File: src/rtl/mips_multicycle_ctrl_pkg.sv
// Shared definitions for the multicycle MIPS control FSM: state encodings,
// opcodes, datapath select codes and the raw control word.
package mips_multicycle_ctrl_pkg;

  typedef enum logic [3:0] {
    S_FETCH  = 4'd0,
    S_DECODE = 4'd1,
    S_MEMADR = 4'd2,
    S_MEMRD  = 4'd3,
    S_MEMWB  = 4'd4,
    S_MEMWR  = 4'd5,
    S_EXEC   = 4'd6,
    S_ALUWB  = 4'd7,
    S_BRANCH = 4'd8,
    S_ADDIEX = 4'd9,
    S_ADDIWB = 4'd10,
    S_JUMP   = 4'd11
  } state_e;

  localparam logic [5:0] OP_RTYPE = 6'b000000;
  localparam logic [5:0] OP_LW    = 6'b100011;
  localparam logic [5:0] OP_SW    = 6'b101011;
  localparam logic [5:0] OP_BEQ   = 6'b000100;
  localparam logic [5:0] OP_ADDI  = 6'b001000;
  localparam logic [5:0] OP_J     = 6'b000010;

  localparam logic [1:0] ALU_ADD   = 2'b00;
  localparam logic [1:0] ALU_SUB   = 2'b01;
  localparam logic [1:0] ALU_FUNCT = 2'b10;

  localparam logic [1:0] SRCB_B      = 2'b00;
  localparam logic [1:0] SRCB_FOUR   = 2'b01;
  localparam logic [1:0] SRCB_IMM    = 2'b10;
  localparam logic [1:0] SRCB_IMM_SH = 2'b11;

  localparam logic [1:0] PC_ALU    = 2'b00;
  localparam logic [1:0] PC_ALUOUT = 2'b01;
  localparam logic [1:0] PC_JUMP   = 2'b10;

  typedef struct packed {
    logic       pc_write;
    logic       branch;
    logic       ir_write;
    logic       iord;
    logic       mem_read;
    logic       mem_write;
    logic       reg_write;
    logic       reg_dst;
    logic       mem_to_reg;
    logic       alu_src_a;
    logic [1:0] alu_src_b;
    logic [1:0] alu_op;
    logic [1:0] pc_src;
  } ctrl_t;

endpackage

File: src/rtl/mips_multicycle_ctrl_out_decode.sv
// Moore output decode: current state (plus memory ready for the gated
// FETCH enables) to raw control word. Unused encodings yield all zeros.
module mips_multicycle_ctrl_out_decode
  import mips_multicycle_ctrl_pkg::*;
(
  input  state_e state_i,
  input  logic   mem_ready_i,
  output ctrl_t  ctrl_o
);

  always_comb begin
    ctrl_o = '0;
    case (state_i)
      S_FETCH: begin
        ctrl_o.mem_read  = 1'b1;
        ctrl_o.alu_src_b = SRCB_FOUR;
        ctrl_o.alu_op    = ALU_ADD;
        ctrl_o.pc_src    = PC_ALU;
        ctrl_o.ir_write  = mem_ready_i;
        ctrl_o.pc_write  = mem_ready_i;
      end
      S_DECODE: begin
        ctrl_o.alu_src_b = SRCB_IMM_SH;
        ctrl_o.alu_op    = ALU_ADD;
      end
      S_MEMADR, S_ADDIEX: begin
        ctrl_o.alu_src_a = 1'b1;
        ctrl_o.alu_src_b = SRCB_IMM;
        ctrl_o.alu_op    = ALU_ADD;
      end
      S_MEMRD: begin
        ctrl_o.mem_read = 1'b1;
        ctrl_o.iord     = 1'b1;
      end
      S_MEMWB: begin
        ctrl_o.reg_write  = 1'b1;
        ctrl_o.mem_to_reg = 1'b1;
      end
      // Write is level-valid for the whole wait, not a single strobe.
      S_MEMWR: begin
        ctrl_o.iord      = 1'b1;
        ctrl_o.mem_write = 1'b1;
      end
      S_EXEC: begin
        ctrl_o.alu_src_a = 1'b1;
        ctrl_o.alu_src_b = SRCB_B;
        ctrl_o.alu_op    = ALU_FUNCT;
      end
      S_ALUWB: begin
        ctrl_o.reg_write = 1'b1;
        ctrl_o.reg_dst   = 1'b1;
      end
      S_BRANCH: begin
        ctrl_o.alu_src_a = 1'b1;
        ctrl_o.alu_src_b = SRCB_B;
        ctrl_o.alu_op    = ALU_SUB;
        ctrl_o.branch    = 1'b1;
        ctrl_o.pc_src    = PC_ALUOUT;
      end
      S_ADDIWB: begin
        ctrl_o.reg_write = 1'b1;
      end
      S_JUMP: begin
        ctrl_o.pc_write = 1'b1;
        ctrl_o.pc_src   = PC_JUMP;
      end
      default: ;
    endcase
  end

endmodule

File: src/rtl/mips_multicycle_ctrl.sv
// Multicycle MIPS control FSM: state register, next-state logic and the
// reset gating of all datapath enables.
module mips_multicycle_ctrl
  import mips_multicycle_ctrl_pkg::*;
#(
  parameter bit MEM_WAIT_EN = 1'b1,
  parameter int STATE_W     = 4
) (
  input  logic               clk,
  input  logic               rst,
  input  logic [5:0]         opcode,
  input  logic               funct_valid,
  input  logic               zero,
  input  logic               mem_ready,
  output logic               pc_en,
  output logic               ir_write,
  output logic               iord,
  output logic               mem_read,
  output logic               mem_write,
  output logic               reg_write,
  output logic               reg_dst,
  output logic               mem_to_reg,
  output logic               alu_src_a,
  output logic [1:0]         alu_src_b,
  output logic [1:0]         alu_op,
  output logic [1:0]         pc_src,
  output logic               illegal_op,
  output logic [STATE_W-1:0] state_dbg
);

  state_e state_q, state_d;
  ctrl_t  ctrl;
  logic   ready;
  logic   illegal;

  assign ready = MEM_WAIT_EN ? mem_ready : 1'b1;

  always_comb begin
    state_d = S_FETCH;
    illegal = 1'b0;
    case (state_q)
      S_FETCH:  state_d = ready ? S_DECODE : S_FETCH;
      S_DECODE: begin
        case (opcode)
          OP_LW, OP_SW: state_d = S_MEMADR;
          OP_RTYPE:     state_d = funct_valid ? S_EXEC : S_FETCH;
          OP_BEQ:       state_d = S_BRANCH;
          OP_ADDI:      state_d = S_ADDIEX;
          OP_J:         state_d = S_JUMP;
          default:      state_d = S_FETCH;
        endcase
        illegal = (state_d == S_FETCH);
      end
      S_MEMADR: state_d = (opcode == OP_LW) ? S_MEMRD : S_MEMWR;
      S_MEMRD:  state_d = ready ? S_MEMWB : S_MEMRD;
      S_MEMWR:  state_d = ready ? S_FETCH : S_MEMWR;
      S_EXEC:   state_d = S_ALUWB;
      S_ADDIEX: state_d = S_ADDIWB;
      default:  state_d = S_FETCH;
    endcase
  end

  always_ff @(posedge clk) begin
    if (rst) state_q <= S_FETCH;
    else     state_q <= state_d;
  end

  mips_multicycle_ctrl_out_decode u_out_decode (
    .state_i     (state_q),
    .mem_ready_i (ready),
    .ctrl_o      (ctrl)
  );

  // Enables drop combinationally under reset; mux selects are harmless.
  assign pc_en      = !rst & (ctrl.pc_write | (ctrl.branch & zero));
  assign ir_write   = !rst & ctrl.ir_write;
  assign mem_read   = !rst & ctrl.mem_read;
  assign mem_write  = !rst & ctrl.mem_write;
  assign reg_write  = !rst & ctrl.reg_write;
  assign illegal_op = !rst & illegal;
  assign iord       = ctrl.iord;
  assign reg_dst    = ctrl.reg_dst;
  assign mem_to_reg = ctrl.mem_to_reg;
  assign alu_src_a  = ctrl.alu_src_a;
  assign alu_src_b  = ctrl.alu_src_b;
  assign alu_op     = ctrl.alu_op;
  assign pc_src     = ctrl.pc_src;
  assign state_dbg  = STATE_W'(state_q);

endmodule

File: config.mk
export PLATFORM = sky130hd
export DESIGN_NAME = mips_multicycle_ctrl
export DESIGN_NICKNAME = d
export VERILOG_FILES = /design/src/rtl/mips_multicycle_ctrl_pkg.sv /design/src/rtl/mips_multicycle_ctrl_out_decode.sv /design/src/rtl/mips_multicycle_ctrl.sv
export SDC_FILE = /design/constraint.sdc
export NUM_CORES = 1
export LEC_CHECK = 0
export CAP_MARGIN = 10
export CORE_MARGIN = 3
export CORE_UTILIZATION = 30
export CTS_CLUSTER_DIAMETER = 100
export DETAILED_ROUTE_END_ITERATION = 10
export PLACE_DENSITY_LB_ADDON = 0.15
export RECOVER_POWER = 25
export SYNTH_ARGS = -nofsm -noshare
export SYNTH_HDL_FRONTEND = slang
export SYNTH_SLANG_ARGS = --single-unit
File: constraint.sdc
create_clock -name clk -period 1.8 [get_ports clk]
set_input_delay 0.54 -clock clk [delete_from_list [all_inputs] [get_ports clk]]
set_output_delay 0.54 -clock clk [all_outputs]
set_load 0.01 [all_outputs]
==> results.json, run 1 <==
{
  "hpwlAfterDp_mm": 1.663,
  "synth.yosys.seq_area_share_pct": 14.13,
  "portBuffers": 30,
  "timing.clock.skew_ps": 2.431,
  "overflow": 0,
  "synthDistinctLibCells": 36,
  "critPathMaxStageDelay_ps": 370,
  "netlist_instances": 83,
  "initialDrtViolationCount": 18,
  "async_flop_share_pct": 0,
  "timing.hold.ws_ps": 746.1,
  "worst_tran_pin_value_ps": 310.7,
  "hold_path_class": "register to register",
  "layout.nets": 169,
  "relative_slew_slack_pct": 79.11,
  "synth.top_cell.area_share_pct": 14.13,
  "clk_transition_reported_paths_ps": 40,
  "antenna_found_initial": 0,
  "synth-compound-area-share_pct": 26.27,
  "fin_ws_ps": -264.3,
  "rows": 15,
  "ys.flop_type": "sky130_fd_sc_hd__dfxtp_1",
  "crit_slowest_cell": "sky130_fd_sc_hd__or3_1",
  "gp_congestion": 0.7760,
  "cts_inserted_buffers": 3,
  "critical_path.startpoint_type": "input port",
  "detail_route.first_pass.iterations": 4,
  "vias_per_cell": 5.227,
  "htree_levels": 1,
  "synth_commonest_cells": "sky130_fd_sc_hd__nor2_1 (11), sky130_fd_sc_hd__nor3_1 (8), sky130_fd_sc_hd__nand2_1 (6)",
  "report.final.setup_viol": 13,
  "synth.ff_latch_count": 4,
  "start_util_pct": 32.13,
  "rsz0062_at_grt": "yes",
  "category_of_the_worst_setup_path_capture_point": "output port",
  "timing.max_cap.violations": 0,
  "detail_route.drc_violations": 0,
  "final_count_of_hold_timing_violations": 0,
  "synth-simple-area-share_pct": 42.60,
  "violations": "setup timing",
  "yosys.cell_count.top_type": "sky130_fd_sc_hd__nor2_1",
  "ant_diodes": 0,
  "cts_tree": "yes",
  "cell_breakdown_of_the_critical_path": "buf_6, or3_1, a21boi_2, nor2_1, o211a_1, buf_2",
  "largest_reg_flops": 4,
  "power.leakage_nw": 0.6219,
  "cp.arrival_ps": 1520,
  "grt_pass1_vias": 923,
  "synth_enable_flop_cells": 0,
  "wl_mm": 2.598,
  "layout-area-overhead-vs-synth_pct": 131.1,
  "avgSynthCellArea_um2": 6.829,
  "grt_first_pass_wirelength_mm": 3.891,
  "layout_worst_path_cycle_share_pct": 114.7,
  "power_density_nw_per_um2": 288.5,
  "synth.area.top_cells": "sky130_fd_sc_hd__dfxtp_1 (14%), sky130_fd_sc_hd__nor2_1 (7.3%), sky130_fd_sc_hd__nor3_1 (7.1%), sky130_fd_sc_hd__a21oi_1 (4.4%), sky130_fd_sc_hd__o21ai_0 (4.4%)",
  "design.die.area_um2": 2447,
  "main_combinational_cell_family_by_area_after_synthesis": "simple AND/OR/NAND/NOR gates",
  "layout-drive-gt1-share_pct": 66.67,
  "ir_drop_mv": 0.3577,
  "synth_warnings": 0,
  "core-area_um2": 1764,
  "worst_skew_pair.late_latency_ps": 230,
  "die_height_um": 49.47,
  "synth-adder-area-share_pct": 0,
  "root_buffer_cell": "sky130_fd_sc_hd__clkbuf_4",
  "critical_path_buf_inv_count": 2,
  "synth_largest_area_cell": "sky130_fd_sc_hd__dfxtp_1",
  "fp.dieW_um": 49.47,
  "drt.antenna.violating_nets": 0,
  "final_util_pct": 74.26,
  "mappedNetlistNets": 94,
  "clock_tree.buffer_depth": 2,
  "ff2ff_setup_slack_ps": 260,
  "vias": 946,
  "wire_per_inst_um": 14.35,
  "tritoncts_num_sinks": 4,
  "timing.setup.critical_path_class": "input port to output port",
  "critical_path.top_delay_family": "simple AND/OR/NAND/NOR gates",
  "ios": 31,
  "syn-cell-area_um2": 566.8,
  "max_freq_ghz": 0.4844,
  "synthXorXnorAreaFrac_pct": 4.636,
  "worstPathRequired_ps": 1260,
  "final_period_minus_worst_setup_slack_ps": 2064,
  "grt_use_total_pct": 19.75,
  "outcome": "complete, but fails checks",
  "final_max_slew_viol_count": 0,
  "path_max_fanout": 2,
  "mux_share_of_post_synthesis_cell_area_pct": 1.987,
  "grt_max_degree": 8,
  "timing.setup.tns_ps": -1110
}
timing repair:
action | in CTS | in global routing
hold endpoints to repair | 0 | 0
gates resized for setup | 117 | 28
pin swaps | 14 | 14
buffers inserted | 6 | 6
hold buffers | 0 | 0
endpoints found under the setup margin | 24 | 17
cloned | 0 | 0
report_power, final:
group	switching [W]	internal, W	leakage (nW)	total, W
Sequential	0.00000500	0.0000908	0.0336	0.0000958
Clock	0.0000365	0.0000746	0.0138	0.000111
Combinational	0.0000728	0.0000983	0.574	0.000171
path summary, 6_finish.rpt:
check / from / to / depth (start not counted)
setup / recovery: opcode[0] / illegal_op / 6
hold / removal: state_dbg[3] / state_dbg[3] / 3
setup reg to reg: state_dbg[1] / state_dbg[2] / 5
hold reg to reg: state_dbg[3] / state_dbg[3] / 3
area by class of cell:
class                           count  area, µm²
Sequential cell                     4      85.08
Fill cell                         143      454.2
Multi-Input combinational cell     69      579.3
Tap cell                           25      31.28
Inverter                            4      15.01
Timing Repair Buffer               76      576.8
Clock buffer                        3      22.52
worst register-to-register path: cells and delay by family, from the launching register on:
kind	cells	cell delay, ps
buf+inv	2	300
flops	1	440
compound gates	1	160
simple gates	2	560
cells by family after synthesis:
| logic type | after synthesis |
|---|---|
| xor gates and xnor gates | 3 |
| and+or+nand+nor | 43 |
| DFF | 4 |
| muxes | 1 |
| buffers and inverters | 10 |
| AOI/OAI and AO/OA | 22 |
layer usage:
metal | track usage (%) | vias up | share of wire [%]
met5 | 0 | - | 0
met4 | 8.756 | 0 | 1.4
met3 | 2.417 | 4 | 4.2
met2 | 40.63 | 36 | 57
met1 | 19.01 | 456 | 37
li1 | - | 450 | -
per-stage QoR:
stage	area (µm²)	total power, W	worst slack [ps]	std cells
floorplan	568.0	0.0001502	-56.04	83
global placement	1119	0.0002335	-924.1	167
detailed placement	1119	0.0002361	-949.1	167
CTS	1189	0.0003520	-301.3	176
global route	1310	0.0004027	-292.1	181
finish	1310	0.0003779	-264.3	181
cell usage in the layout (no fill, tap or decap), types with 2 or more instances in the layout:
cell type,count
sky130_fd_sc_hd__a21oi_1,4
sky130_fd_sc_hd__a31oi_1,2
sky130_fd_sc_hd__buf_2,17
sky130_fd_sc_hd__buf_4,39
sky130_fd_sc_hd__buf_6,9
sky130_fd_sc_hd__clkbuf_4,3
sky130_fd_sc_hd__dfxtp_1,2
sky130_fd_sc_hd__dlygate4sd2_1,8
sky130_fd_sc_hd__inv_2,3
sky130_fd_sc_hd__nand2_2,4
sky130_fd_sc_hd__nand2b_4,2
sky130_fd_sc_hd__nand4b_1,2
sky130_fd_sc_hd__nor2_1,8
sky130_fd_sc_hd__nor2_4,2
sky130_fd_sc_hd__nor3_1,2
sky130_fd_sc_hd__nor3_2,7
sky130_fd_sc_hd__nor3b_1,2
sky130_fd_sc_hd__nor4_4,2
sky130_fd_sc_hd__o211ai_1,2
sky130_fd_sc_hd__o21ai_0,4
sky130_fd_sc_hd__or2_4,2
sky130_fd_sc_hd__xor2_1,2
(Power assumes the default switching activity.)
==> run 2: changes to the inputs <==
- CELL_PAD_IN_SITES_DETAIL_PLACEMENT: not set -> 1
- CELL_PAD_IN_SITES_GLOBAL_PLACEMENT: not set -> 1
- CORE_MARGIN: 3 -> 1.5
- CORE_UTILIZATION: 30 -> 22
- TNS_END_PERCENT: not set -> 1
==> results.json, run 2 (same netlist as run 1, synthesis figures left out) <==
{
  "rows": 18,
  "timing.setup.tns_ps": -778.6,
  "fin_ws_ps": -286.3,
  "vias": 888,
  "die_height_um": 53.76,
  "detail_route.first_pass.iterations": 4,
  "violations": "setup timing",
  "cts_inserted_buffers": 3,
  "grt_use_total_pct": 21.07,
  "overflow": 0,
  "gp_congestion": 0.7581,
  "final_period_minus_worst_setup_slack_ps": 2086,
  "ant_diodes": 0,
  "relative_slew_slack_pct": 77.69,
  "initialDrtViolationCount": 15,
  "startpoint": "opcode[3]",
  "layout-area-overhead-vs-synth_pct": 117.4,
  "final_util_pct": 50.20,
  "worstPathRequired_ps": 1260,
  "hpwlAfterDp_mm": 2.071,
  "largest_reg_flops": 4,
  "grt_max_degree": 9,
  "worst_skew_pair.late_latency_ps": 230,
  "core-area_um2": 2455,
  "layout-drive-gt1-share_pct": 60.69,
  "layout.cells.most_common": "sky130_fd_sc_hd__buf_4",
  "root_buffer_cell": "sky130_fd_sc_hd__clkbuf_4",
  "layout_worst_path_cycle_share_pct": 115.9,
  "power_density_nw_per_um2": 290.6,
  "ios": 31,
  "worst_tran_pin_value_ps": 331.9,
  "drt.antenna.violating_nets": 0,
  "clk_transition_reported_paths_ps": 40,
  "regToRegStartpoint": "state_dbg[3]",
  "hold_path_class": "register to register",
  "detail_route.drc_violations": 0,
  "cp.arrival_ps": 1550,
  "design.die.area_um2": 2890,
  "grt_first_pass_wirelength_mm": 4.278,
  "htree_levels": 1,
  "clock_tree.buffer_depth": 2,
  "grt_pass1_vias": 863,
  "portBuffers": 30,
  "final_count_of_hold_timing_violations": 0,
  "timing.max_cap.violations": 0,
  "path_max_fanout": 2,
  "timing.hold.ws_ps": 743.3,
  "timing.setup.critical_path_class": "input port to output port",
  "max_freq_ghz": 0.4793,
  "wl_mm": 2.850,
  "cts_tree": "yes",
  "fp.dieW_um": 53.76,
  "preCtsSetupSlack_ps": -965.3,
  "power.leakage_nw": 0.5498,
  "start_util_pct": 23.09,
  "vias_per_cell": 5.074,
  "wire_per_inst_um": 16.29,
  "ir_drop_mv": 0.2757,
  "cts_hold_buffers": 0,
  "antenna_found_initial": 0,
  "tritoncts_num_sinks": 4,
  "category_of_the_worst_setup_path_capture_point": "output port",
  "critical_path.startpoint_type": "input port",
  "rsz0062_at_grt": "yes",
  "min_from": "state_dbg[0]",
  "report.final.setup_viol": 10,
  "layout.nets": 158,
  "final_max_slew_viol_count": 0,
  "timing.clock.skew_ps": 2.445,
  "final_cell_mix": "sky130_fd_sc_hd__buf_4 (30), sky130_fd_sc_hd__buf_2 (17), sky130_fd_sc_hd__nor2_1 (9)",
  "outcome": "complete, but fails checks"
}
[run 2: worst max-delay path, cell delays in order]
cell and delay, ps:
sky130_fd_sc_hd__buf_6 90, sky130_fd_sc_hd__or3_4 370, sky130_fd_sc_hd__a21boi_2 150, sky130_fd_sc_hd__nor2_1 60
sky130_fd_sc_hd__o211a_1 200, sky130_fd_sc_hd__buf_2 130
[run 2: through the flow]
step / instances / power, W / cell area (µm²)
2_1_floorplan: 83 / 0.0001502 / 566.8
3_3_place_gp: 170 / 0.0002325 / 1109
3_5_place_dp: 170 / 0.0002368 / 1109
4_1_cts: 174 / 0.0003517 / 1171
5_1_grt: 175 / 0.0003799 / 1232
6_report: 175 / 0.0003582 / 1232
[run 2: metal layers]
| layer | track usage, % | vias up | routed length [µm] |
|---|---|---|---|
| met1 | 27.53 | 429 | 1252 |
| met3 | 0.8333 | 4 | 82 |
| li1 | - | 431 | - |
| met5 | 0 | - | 0 |
| met4 | 6.410 | 0 | 27 |
| met2 | 36.99 | 24 | 1488 |
[run 2: what timing repair did]
item                                    CTS  global route
endpoints found under the setup margin   24            19
pin swaps                                 8             9
setup buffers                             1             1
gates resized for setup                 116            18
[run 2: power breakdown]
group,internal (W),switching [W]
sequential,0.0000880,0.00000607
clock,0.0000746,0.0000361
combinational,0.0000821,0.0000714
total,0.000245,0.000114
[run 2: final timing paths]
kind	to	slack [ps]	depth (start not counted)
max	illegal_op	-290	6
min	state_dbg[1]	740	3
max reg2reg	state_dbg[2]	280	5
min reg2reg	state_dbg[1]	740	3
[run 2: final cells by class]
class,instances,area (µm²)
clock buffers,3,22.52
fillers,302,1222
inverters,4,15.01
multi-input cells,69,571.8
flip-flops and latches,4,91.34
well taps,30,37.54
repair buffers,65,494.2
